`config.mk`:
```
export PLATFORM = sky130hd
export DESIGN_NAME = regfile_write_arbiter
export DESIGN_NICKNAME = d
export VERILOG_FILES = /design/src/rtl/regfile_write_arbiter.sv
export SDC_FILE = /design/constraint.sdc
export NUM_CORES = 1
export LEC_CHECK = 0
export ABC_AREA = 1
export ABC_CLOCK_PERIOD_IN_PS = 2800
export BUFFER_PORTS_ARGS = -buffer_cell sky130_fd_sc_hd__buf_2
export CAP_MARGIN = 0
export CORE_MARGIN = 2
export CORE_UTILIZATION = 43
export DETAILED_ROUTE_END_ITERATION = 6
export PLACE_DENSITY_LB_ADDON = 0.3
export SLEW_MARGIN = 15
export SYNTH_ARGS = -nofsm -noshare
export SYNTH_HDL_FRONTEND = slang
export SYNTH_SLANG_ARGS = --single-unit
```
`constraint.sdc`:
```
create_clock -name clk -period 2.8 [get_ports clk]
set_clock_uncertainty 0.15 [all_clocks]
set_input_delay 0.56 -clock clk [delete_from_list [all_inputs] [get_ports clk]]
set_output_delay 0.56 -clock clk [all_outputs]
set_load 0.005 [all_outputs]
```
`src/rtl/regfile_write_arbiter.sv`:
```
// Round-robin arbiter that funnels several writeback sources onto the single
// register-file write port through a one-entry registered output stage.
module regfile_write_arbiter #(
  parameter int REQS  = 2,
  parameter int DEPTH = 32,
  parameter int BITS  = 64,
  localparam int AW   = $clog2(DEPTH),
  localparam int PW   = (REQS > 1) ? $clog2(REQS) : 1
) (
  input  logic                   clk,
  input  logic                   rst,
  input  logic                   hold,
  input  logic [0:REQS-1]        req_valid,
  input  logic [0:REQS*AW-1]     req_addr,
  input  logic [0:REQS*BITS-1]   req_data,
  output logic [0:REQS-1]        req_ready,
  output logic [AW-1:0]          addressw,
  output logic [BITS-1:0]        writeData,
  output logic                   writeEn,
  output logic [DEPTH-1:0]       pending_mask,
  output logic [PW-1:0]          rr_ptr
);

  logic [0:REQS-1]  grant_s;
  logic             found_s;
  logic [PW-1:0]    gidx_s;
  logic [AW-1:0]    gaddr_s;
  logic [BITS-1:0]  gdata_s;
  logic [PW-1:0]    ptr_next_s;

  logic [PW-1:0]    rr_ptr_r;
  logic             we_r;
  logic [AW-1:0]    addr_r;
  logic [BITS-1:0]  data_r;

  // Grant search: walk offsets from rr_ptr so the closest valid requester wins.
  always_comb begin
    grant_s = '0;
    found_s = 1'b0;
    gidx_s  = '0;
    gaddr_s = '0;
    gdata_s = '0;
    if (!rst && !hold) begin
      for (int k = 0; k < REQS; k++) begin
        for (int i = 0; i < REQS; i++) begin
          if (!found_s && req_valid[i] && (i == ((int'(rr_ptr_r) + k) % REQS))) begin
            found_s    = 1'b1;
            grant_s[i] = 1'b1;
            gidx_s     = PW'(i);
            gaddr_s    = req_addr[i*AW +: AW];
            gdata_s    = req_data[i*BITS +: BITS];
          end else begin
            grant_s[i] = grant_s[i];
          end
        end
      end
    end else begin
      found_s = 1'b0;
    end
  end

  // Next priority is the requester just after the winner, wrapping at REQS.
  always_comb begin
    ptr_next_s = '0;
    if (gidx_s == PW'(REQS - 1)) begin
      ptr_next_s = '0;
    end else begin
      ptr_next_s = gidx_s + PW'(1);
    end
  end

  // Output stage and round-robin pointer; x0 writes complete but never pulse writeEn.
  always_ff @(posedge clk or posedge rst) begin
    if (rst) begin
      rr_ptr_r <= '0;
      we_r     <= 1'b0;
      addr_r   <= '0;
      data_r   <= '0;
    end else if (found_s) begin
      rr_ptr_r <= ptr_next_s;
      if (gaddr_s != '0) begin
        we_r   <= 1'b1;
        addr_r <= gaddr_s;
        data_r <= gdata_s;
      end else begin
        we_r   <= 1'b0;
      end
    end else begin
      we_r <= 1'b0;
    end
  end

  // Pending-write decode of the staged address for hazard detection.
  always_comb begin
    pending_mask = '0;
    if (we_r) begin
      pending_mask[addr_r] = 1'b1;
    end else begin
      pending_mask = '0;
    end
  end

  assign req_ready = grant_s;
  assign addressw  = addr_r;
  assign writeData = data_r;
  assign writeEn   = we_r;
  assign rr_ptr    = rr_ptr_r;

endmodule

```
== Yosys cells after proc, flatten, opt, wreduce, memory -nomap -nowiden ==
Cells that the tools add are included.

* Logic and storage cells: 59
* Register bits after elaboration: 71

* Add/sub/neg operators: 2
* Bitwise logic cells: 1
* Multiplexer cells: 31
* $lt $le $gt $ge: 2
* Equal/unequal tests: 1
* Reduce and logical (&&, ||, !) cells: 18

{| class="wikitable"
|+ Operator list
! cell !! count
|-
| 2-to-1 mux 64 bit || 5
|-
| zero test 32 bit || 2
|-
| 2-to-1 mux 32 bit || 1
|-
| 2-to-1 mux 5 bit || 5
|-
| 2-to-1 mux 1 bit || 18
|-
| logical AND 1 bit || 9
|-
| less-than comparator 5 x 6 -> 1 bit, second input constant || 1
|-
| demux 1 bit (select 5 bit) || 1
|-
| greater-or-equal comparator 5 x 1 -> 1 bit, second input constant || 1
|-
| zero test 1 bit || 5
|-
| nonzero test 5 bit || 1
|-
| adder 1 bit, second input constant || 2
|-
| == test 2 bit, first input constant || 1
|-
| 2-to-1 mux 2 bit || 1
|-
| AND reduction 2 bit || 1
|-
| bitwise AND 1 bit, first input constant || 1
|}

== Logic depth before layout (Yosys ltp) ==
Gate-level depths: netlist of the first run.

* Depth in word-level cells: 22
* Mapped depth: 12
* Gate-level depth less buffers: 10

== Least setup slack after synthesis of the first run ==
OpenSTA, ideal clock, no wires.

* Path kind: input-to-output
* Start: in rst
* End: out req_ready[0] (netlist bit)
* Data required time: 2,090 ps
* Buffers on the path: 1
* Arrival time: 1,264 ps
* Setup slack: 826 ps
* Stages: 4
* Path through: nor2_4 -> inv_2 -> nor2_4 -> clkbuf_1

* Cells in the longest elaborated chain, start to end: 3

{| class="wikitable"
|+ RTL lines
! item !! RTL line !! source
|-
| start: declaration || 11 || <nowiki>input logic rst,</nowiki>
|-
| zero test 1 bit (no source line) || - ||
|-
| logical AND 1 bit || 43 || <nowiki>if (!rst && !hold) begin</nowiki>
|-
| 2-to-1 mux 2 bit || 43 ||
|-
| end: declaration || 16 || <nowiki>output logic [0:REQS-1] req_ready,</nowiki>
|}

Every way passes these cells.

== Worst setup path after layout of the first run ==
Ends and elaborated chain as after synthesis.

==> impl_metrics.json, run 1 <==
{
  "drt_first_pass_iters": 5,
  "clock-sinks": 71,
  "nets": 843,
  "chipWidth_um": 100.3,
  "cts_tree": "done",
  "synth_ff_type": "dfrtp_1",
  "leakage_nw": 3.067,
  "cts_setup_buffers": 0,
  "antenna_found_initial": 0,
  "core.rowCount": 35,
  "syn_inst": 474,
  "avgSynthCellArea_um2": 8.415,
  "grt-ovfl-total": 0,
  "tightest_slew_ns": 0.8155,
  "drive_above_1_share": 0.4184,
  "critPathArrivalTime_ns": 1.55,
  "hold_path.class": "input pin to async pin",
  "reg2regPathDepth": 8,
  "io_buffers": 247,
  "ys_seq_elements": 71,
  "syn2layout_area_growth_pct": 37.89,
  "synth_area_mm2": 0.003989,
  "dpl-instance-area_mm2": 0.005280,
  "clkTransAtPathRegs_ns": 0.08,
  "cts_hold_buf": 0,
  "cts.repair.resized": 0,
  "syn_nets": 617,
  "start_kind": "input pin",
  "design.portCount": 248,
  "vias": 4592,
  "final_common_cell": "buf_2",
  "wl_per_cell_um": 16.75,
  "design_area_mm2": 0.005500,
  "cts_root_buf": "clkbuf_8",
  "chipHeight_um": 100.3,
  "timing.rr.end": "writeData[14]",
  "setup_viol_count_final": 0,
  "rsz0062_at_grt": "no",
  "power_density_mw_per_mm2": 603.1,
  "endpoint_kind": "output port",
  "vias_per_cell": 5.627,
  "grt_pass1_wl_um": 21120,
  "wl_um": 13670,
  "maxCapViolCount": 0,
  "cts-buffers-inserted": 9,
  "yosysUniqueCellTypes": 20,
  "synth_edf_count": 0,
  "drc": 0,
  "synth_top_area_frac": 0.4454,
  "drt_iter0_drc": 201,
  "synthArstFlopShare": 1.000,
  "hold_viol_final": 0,
  "antennaDiodeCount": 0,
  "outcome": "complete, no violations",
  "grt_pass1_vias": 4305,
  "cts_buffer_depth": 2,
  "fp.coreArea_mm2": 0.009109,
  "crit_path_max_fanout": 8,
  "setup_tns_ns": 0,
  "layout_common_cells": "buf_2 (247), nand2_1 (141), nand4_1 (71), dfrtp_1 (71), a32o_1 (51)",
  "grt_use_total": 0.2643,
  "grt_max_degree": 64,
  "report.final.slew_viol_count": 0,
  "path_class": "input pin to output port",
  "dp_hpwl_um": 9819,
  "synth.area.top_cells": "dfrtp_1 (45%), nand2_1 (13%), a32o_1 (13%)",
  "period_share": 0.8069,
  "yosys.area.top_type": "dfrtp_1",
  "slew_headroom": 0.4556,
  "ir_worst_vdd_v": 0.0002500,
  "clock.fmax_mhz": 442.6,
  "crit_required_ns": 2.09,
  "die_area_mm2": 0.01006,
  "worstSkewPairLatency_ns": 0.34,
  "gp_congestion": 0.8203,
  "ys_seq_area_frac": 0.4454,
  "r2r_start": "rr_ptr",
  "floorplan.initialDensity": 0.4379,
  "final_antenna_net_count": 0,
  "htreeDepth": 3,
  "yosys_warnings": 0,
  "ff2ff_setup_slack_ns": 0.73,
  "fin_crit_ns": 2.259
}
sequential cells by signal (all words and copies together) (netlist names):
name and cells:
writeEn 1, addressw 5, rr_ptr 1, writeData 64
cells in the mapped netlist (4+ instances only):
| cell | count |
|---|---|
| nand2_1 | 142 |
| dfrtp_1 | 71 |
| nand4_1 | 71 |
| a32o_1 | 51 |
| nor2_1 | 35 |
| clkbuf_1 | 31 |
| nand3_1 | 15 |
| a22o_1 | 13 |
| inv_1 | 11 |
| buf_4 | 7 |
| buf_2 | 5 |
| nor2_4 | 5 |
| nand2_2 | 4 |
final cells by class:
type                       count  area (µm²)
clock buffer                   9       123.9
multi-input combinational    342        1938
sequential                    71        1777
fill                         844        3608
clock inverter                 7       96.34
timing repair buffer         262        1374
tap                          111       138.9
inverter                      14       52.55
report_power, final:
part           internal (W)  leakage (nW)  switching (W)
combinational      0.000456          2.05       0.000572
sequential          0.00124         0.913       0.000136
clock              0.000503         0.102       0.000413
critical path: stages:
cell and delay [ns]:
buf_2 0.12, nor2_4 0.20, inv_2 0.10, nor2_4 0.25, buf_4 0.19, buf_2 0.11
worst max-delay path by stage:
stage                       from            end  slack (ns)  depth (start not counted)
floorplan                    rst    addressw[0]        0.29                          1
global placement    req_valid[0]    addressw[2]        0.46                         10
detailed placement  req_valid[0]  writeData[24]        0.41                         10
CTS                          rst   req_ready[0]        0.54                          6
global route              rr_ptr   req_ready[0]        0.46                          5
finish                       rst   req_ready[0]        0.54                          6
kinds of logic (layout without fill, tap and decap cells):
group | Yosys count | count (layout) | share of synthesized area
buffers and inverters | 61 | 292 | 0.06932
DFF | 71 | 71 | 0.4454
and+or+nand+nor | 275 | 275 | 0.3250
AOI/OAI and AO/OA | 67 | 67 | 0.1603
per-layer routing:
| metal | GRT usage | vias to the layer above | wire, µm |
|---|---|---|---|
| li1 | - | 2171 | - |
| met1 | 0.3320 | 2213 | 5604 |
| met2 | 0.4574 | 185 | 7048 |
| met3 | 0.04526 | 23 | 754 |
| met4 | 0.09589 | 0 | 261 |
| met5 | 0 | - | 0 |
stage by stage:
step	instances	setup slack (ns)	hold slack (ns)	total power [W]	util
floorplan	474	0.2934	0.3695	0.001939	-
global placement	800	0.4595	0.3584	0.002387	0.5797
detailed placement	800	0.4064	0.3629	0.002418	0.5797
CTS	816	0.5394	0.2645	0.003332	0.6038
global route	816	0.4602	0.3046	0.003519	0.6038
finish	816	0.5407	0.2425	0.003317	0.6038
No activity file was read; power rests on OpenSTA's default activity.
==> run 2: changes to the inputs <==
--- a/config.mk
+++ b/config.mk
@@ -5,12 +5,12 @@
 export SDC_FILE = /design/constraint.sdc
 export NUM_CORES = 1
 export LEC_CHECK = 0
-export ABC_AREA = 1
-export ABC_CLOCK_PERIOD_IN_PS = 2800
+export ABC_AREA = 0
+export ABC_CLOCK_PERIOD_IN_PS = 2200
 export BUFFER_PORTS_ARGS = -buffer_cell sky130_fd_sc_hd__buf_2
 export CAP_MARGIN = 0
 export CORE_MARGIN = 2
-export CORE_UTILIZATION = 43
+export CORE_UTILIZATION = 42
 export DETAILED_ROUTE_END_ITERATION = 6
 export PLACE_DENSITY_LB_ADDON = 0.3
 export SLEW_MARGIN = 15
==> constraint.sdc (replaced) <==
create_clock -name clk -period 2.2 [get_ports clk]
set_clock_uncertainty 0.15 [all_clocks]
set_input_delay 0.44 -clock clk [delete_from_list [all_inputs] [get_ports clk]]
set_output_delay 0.44 -clock clk [all_outputs]
set_load 0.005 [all_outputs]
==> impl_metrics.json, run 2 <==
{
  "outcome": "complete, no violations",
  "final_common_cell": "buf_2",
  "grt_max_degree": 49,
  "ir_worst_vdd_v": 0.0004300,
  "crit_start": "rr_ptr",
  "ff2ff_setup_slack_ns": 0.13,
  "final_antenna_net_count": 0,
  "cts_setup_buffers": 0,
  "synth.area.top_cells": "dfrtp_1 (48%), mux2i_1 (13%), a22oi_1 (11%)",
  "timing.rr.end": "writeData[38]",
  "leakage_nw": 2.932,
  "wl_um": 10330,
  "drt_iter0_drc": 112,
  "largest_reg_flops": 64,
  "design.portCount": 248,
  "core.rowCount": 34,
  "crit_required_ns": 1.61,
  "gp_congestion": 0.7671,
  "grt_pass1_wl_um": 17220,
  "critPathArrivalTime_ns": 1.51,
  "synthSimpleGateAreaFrac": 0.06435,
  "report.final.slew_viol_count": 0,
  "wl_per_cell_um": 14.69,
  "synth_top_area_frac": 0.4835,
  "hold_path.class": "input pin to async pin",
  "worstSkewPairLatency_ns": 0.34,
  "grt_use_total": 0.2245,
  "slew_headroom": 0.6346,
  "synthTopCellsByCount": "dfrtp_1 (71), inv_1 (53), a22oi_1 (52)",
  "drive_above_1_share": 0.4992,
  "synth_compound_area_frac": 0.1679,
  "vias_per_cell": 5.040,
  "yosysUniqueCellTypes": 28,
  "ys_seq_elements": 71,
  "die_area_mm2": 0.009514,
  "hold_viol_final": 0,
  "layout_common_cells": "buf_2 (247), dfrtp_1 (70), inv_1 (52), a22oi_1 (52), mux2i_1 (47)",
  "synth.area.mux_share": 0.1975,
  "start_kind": "register",
  "cts_root_buf": "clkbuf_8",
  "grt_pass1_vias": 3628,
  "chipHeight_um": 97.54,
  "clock.fmax_mhz": 476.1,
  "crit_end": "req_ready[1]",
  "yosys_warnings": 0,
  "design_area_mm2": 0.005314,
  "rsz0062_at_grt": "no",
  "synth_area_mm2": 0.003675,
  "drc": 0,
  "instances_no_fill": 703,
  "synth_top_family_by_area": "multiplexers",
  "reg2regPathDepth": 5,
  "cts_tree": "done",
  "power_w": 0.004327,
  "syn_inst": 344,
  "synthArstFlopShare": 1.000,
  "yosys.area.top_type": "dfrtp_1",
  "crit_path_max_fanout": 22,
  "yosys.area_share.adder": 0,
  "endpoint_kind": "output port",
  "syn_nets": 487,
  "cts_hold_buf": 0,
  "synth_ff_type": "dfrtp_1",
  "setup_viol_count_final": 0,
  "nets": 733,
  "synth_edf_count": 0,
  "fin_ws_ns": 0.09951,
  "ys_seq_area_frac": 0.4835,
  "path_class": "register to output port",
  "cts_buffer_depth": 2,
  "dpl-instance-area_mm2": 0.005086,
  "vias": 3543,
  "floorplan.initialDensity": 0.4276,
  "r2r_start": "rr_ptr",
  "period_share": 0.9548,
  "avgSynthCellArea_um2": 10.68,
  "fin_crit_ns": 2.100,
  "pre_cts_slack_ns": -0.05779,
  "clkTransAtPathRegs_ns": 0.08,
  "power_density_mw_per_mm2": 814.4,
  "maxCapViolCount": 0,
  "nFillCells": 734,
  "grt-ovfl-total": 0,
  "dp_hpwl_um": 7875,
  "drt_first_pass_iters": 4,
  "setup_tns_ns": 0,
  "io_buffers": 247,
  "syn2layout_area_growth_pct": 44.60,
  "antenna_found_initial": 0,
  "cts-buffers-inserted": 9,
  "fp.coreArea_mm2": 0.008593,
  "synth-xor-area-share": 0,
  "htreeDepth": 3,
  "dpl.cell_count": 687,
  "synth_most_common_cell": "dfrtp_1",
  "antennaDiodeCount": 0,
  "chipWidth_um": 97.54,
  "clock-sinks": 71,
  "tightest_slew_ns": 0.5481
}
-- run 2: cell types whose count changed after synthesis, moves of 42 or more --
cell	previous run	this run
a22oi_1	0	52
a32o_1	51	1
inv_1	11	53
mux2i_1	0	47
nand2_1	142	2
nand4_1	71	0
-- run 2: metal layers --
| layer | track usage | share of wire | up-vias | routed length (µm) |
|---|---|---|---|---|
| met4 | 0.09509 | 0.027 | 0 | 276 |
| met2 | 0.3825 | 0.48 | 179 | 4988 |
| met5 | 0 | 0 | - | 0 |
| li1 | - | - | 1696 | - |
| met1 | 0.2735 | 0.41 | 1643 | 4257 |
| met3 | 0.05108 | 0.078 | 25 | 805 |
-- run 2: worst max-delay path, stage by stage (launching register included) --
cell and delay, ns:
dfrtp_2 0.43, nand2b_4 0.16, and3_1 0.22, buf_6 0.22
buf_2 0.15
-- run 2: layout make-up --
cell class / count / area, µm² / share of cell area
Inverter: 53 / 202.7 / 0.03814
Multi-Input combinational cell: 197 / 1603 / 0.3016
Sequential cell: 71 / 1778 / 0.3346
Clock buffer: 11 / 141.4 / 0.02661
Timing Repair Buffer: 258 / 1373 / 0.2583
Clock inverter: 5 / 81.33 / 0.01530
Tap cell: 108 / 135.1 / 0.02543
-- run 2: metrics by stage --
| stage | util | hold slack, ns |
|---|---|---|
| floorplan | - | 0.3566 |
| global placement | 0.5919 | 0.3437 |
| detailed placement | 0.5919 | 0.3357 |
| CTS | 0.6182 | 0.05647 |
| global route | 0.6184 | 0.09527 |
| finish | 0.6184 | 0.06471 |
-- run 2: logic make-up (layout without fill, tap and decap cells) --
group,Yosys count,in the layout
AOI/OAI and AO/OA,80,80
DFF,71,71
and+or+nand+nor,53,53
buffers and inverters,76,327
muxes,64,64
-- run 2: worst min path at each step --
stage | from | endpoint | cells after the start
2_1_floorplan | writeData[11] | writeData[11] | 1
3_3_place_gp | writeData[20] | writeData[20] | 1
5_1_grt | rst | writeData[31] | 3
4_1_cts | rst | writeData[32] | 3
6_report | rst | writeData[32] | 3
3_5_place_dp | writeData[36] | writeData[36] | 1
-- run 2: power breakdown --
group	switching, W	internal (W)	total, W
clock	0.000489	0.000670	0.00116
combinational	0.000655	0.000676	0.00133
sequential	0.000204	0.00163	0.00184
-- run 2: timing repair --
action	CTS	global route
endpoints found under the setup margin	1	2
gates resized for setup	1	2
cloned	0	0
==> run 3: changes to the inputs <==
--- a/config.mk
+++ b/config.mk
@@ -13,6 +13,7 @@
 export CORE_UTILIZATION = 42
 export DETAILED_ROUTE_END_ITERATION = 6
 export PLACE_DENSITY_LB_ADDON = 0.3
+export SETUP_SLACK_MARGIN = 0.4
 export SLEW_MARGIN = 15
 export SYNTH_ARGS = -nofsm -noshare
 export SYNTH_HDL_FRONTEND = slang
==> impl_metrics.json, run 3 (synthesized netlist as in run 2, its figures left out) <==
{
  "fin_crit_ns": 2.038,
  "wl_um": 11770,
  "p_switching_w": 0.001517,
  "drt_first_pass_iters": 4,
  "p_comb_frac": 0.343,
  "ir_worst_vdd_v": 0.0004396,
  "vias": 3763,
  "crit_required_ns": 2.27,
  "antenna_found_initial": 0,
  "fp.coreArea_mm2": 0.008593,
  "largest_reg_flops": 64,
  "clockPowerShare": 0.253,
  "nets": 761,
  "grt_pass1_wl_um": 18000,
  "hold_viol_final": 0,
  "slowest_stage": "dfrtp_2",
  "grt_pass1_vias": 3771,
  "fin_ws_ns": 0.1623,
  "power_density_mw_per_mm2": 790.6,
  "die_area_mm2": 0.009514,
  "core.rowCount": 34,
  "cts_root_buf": "clkbuf_8",
  "crit_chain": "nand2b_4 > a32o_1 > a221o_4 > buf_12 > mux2_4",
  "path_class": "register to register",
  "io_buffers": 247,
  "chipWidth_um": 97.54,
  "rsz0062_at_grt": "yes",
  "outcome": "complete, no violations",
  "final_common_cell": "buf_2",
  "cts_tree": "done",
  "slowest_delay_ns": 0.44,
  "grt-ovfl-total": 0,
  "slew_headroom": 0.7575,
  "endpoint_kind": "register",
  "setup_viol_count_final": 0,
  "start_kind": "register",
  "chipHeight_um": 97.54,
  "clkTransAtPathRegs_ns": 0.07,
  "cts-buffers-inserted": 9,
  "gp_congestion": 0.8135,
  "crit_path_max_fanout": 13,
  "power_frac_seq": 0.404,
  "drive_above_1_share": 0.5971,
  "internal_power_w": 0.003144,
  "setup_tns_ns": 0,
  "report.final.slew_viol_count": 0,
  "antennaDiodeCount": 0,
  "dp_hpwl_um": 7673,
  "cts_buffer_depth": 2,
  "period_share": 0.9262,
  "wl_per_cell_um": 16.10,
  "pre_cts_slack_ns": -0.001821,
  "tightest_slew_ns": 0.3638,
  "switching_share": 0.3254,
  "floorplan.initialDensity": 0.4276,
  "clock-sinks": 71,
  "cts_hold_buf": 0,
  "leakage_nw": 3.137,
  "syn2layout_area_growth_pct": 60.40,
  "clock.fmax_mhz": 490.7,
  "htreeDepth": 3,
  "maxCapViolCount": 0,
  "layout_common_cells": "buf_2 (245), dfrtp_1 (64), a22oi_1 (52), inv_1 (47), mux2i_1 (47)",
  "drt_iter0_drc": 120,
  "drc": 0,
  "critPathArrivalTime_ns": 2.11,
  "final_antenna_net_count": 0,
  "vias_per_cell": 5.148,
  "worstSkewPairLatency_ns": 0.33,
  "grt_max_degree": 72,
  "grt_use_total": 0.2328,
  "hold_path.class": "input pin to async pin",
  "design.portCount": 248
}
## run 3: metal layers
layer / wire length (µm) / global-route usage
met5: 0 / 0
met4: 164 / 0.07585
met3: 777 / 0.06115
met2: 6275 / 0.4186
met1: 4552 / 0.2690
## run 3: path summary, 6_finish.rpt
| check | slack (ns) | startpoint | cells past startpoint | end |
|---|---|---|---|---|
| worst max register to register | 0.16 | rr_ptr | 5 | writeData[60] |
| min in group clk | 0.18 | hold | 2 | addressw[3] |
| max in group asynchronous | 1.52 | rst | 3 | rr_ptr |
| worst min-delay path | 0.08 | rst | 3 | writeData[32] |
| worst max-delay path | 0.16 | rr_ptr | 5 | writeData[60] |
| worst min register to register | 0.36 | writeData[39] | 2 | writeData[39] |
## run 3: what timing repair did
item,CTS,global route
buffers inserted,10,14
pin swaps,10,20
gates resized for setup,25,56
endpoints found under the setup margin,103,103
gates cloned,2,2
## run 3: layout make-up
type                            instances  area (µm²)
Clock inverter                          6       91.34
Inverter                               53       217.7
Tap cell                              108       135.1
Clock buffer                           10       137.6
Multi-Input combinational cell        197        1815
Fill cell                             664        2699
Sequential cell                        71        1785
Timing Repair Buffer                  286        1712
## run 3: power groups by stage
stage / Clock [W] / Combinational (W) / Sequential (W)
CTS: 0.00121 / 0.00144 / 0.00185
global placement: 0 / 0.00129 / 0.00185
floorplan: 0 / 0.000661 / 0.00187
global route: 0.00126 / 0.00175 / 0.00193
finish: 0.00118 / 0.00160 / 0.00188
detailed placement: 0 / 0.00134 / 0.00185
## run 3: through the flow
step / cells / util / instance area (µm²) / total power [W] / hold slack (ns)
floorplan: 344 / - / 3700 / 0.002529 / 0.3566
global placement: 687 / 0.5910 / 5079 / 0.003140 / 0.3459
detailed placement: 687 / 0.5910 / 5079 / 0.003187 / 0.3408
CTS: 715 / 0.6444 / 5538 / 0.004491 / 0.07432
global route: 731 / 0.6859 / 5894 / 0.004941 / 0.1029
finish: 731 / 0.6859 / 5894 / 0.004660 / 0.08095
## run 3: critical path, delay by kind of cell, from the launching register on
family                 cells  cell delay (ns)
buffers and inverters      1             0.18
DFF                        1             0.44
muxes                      1             0.31
and+or+nand+nor            1             0.16
AOI/OAI and AO/OA          2             0.68
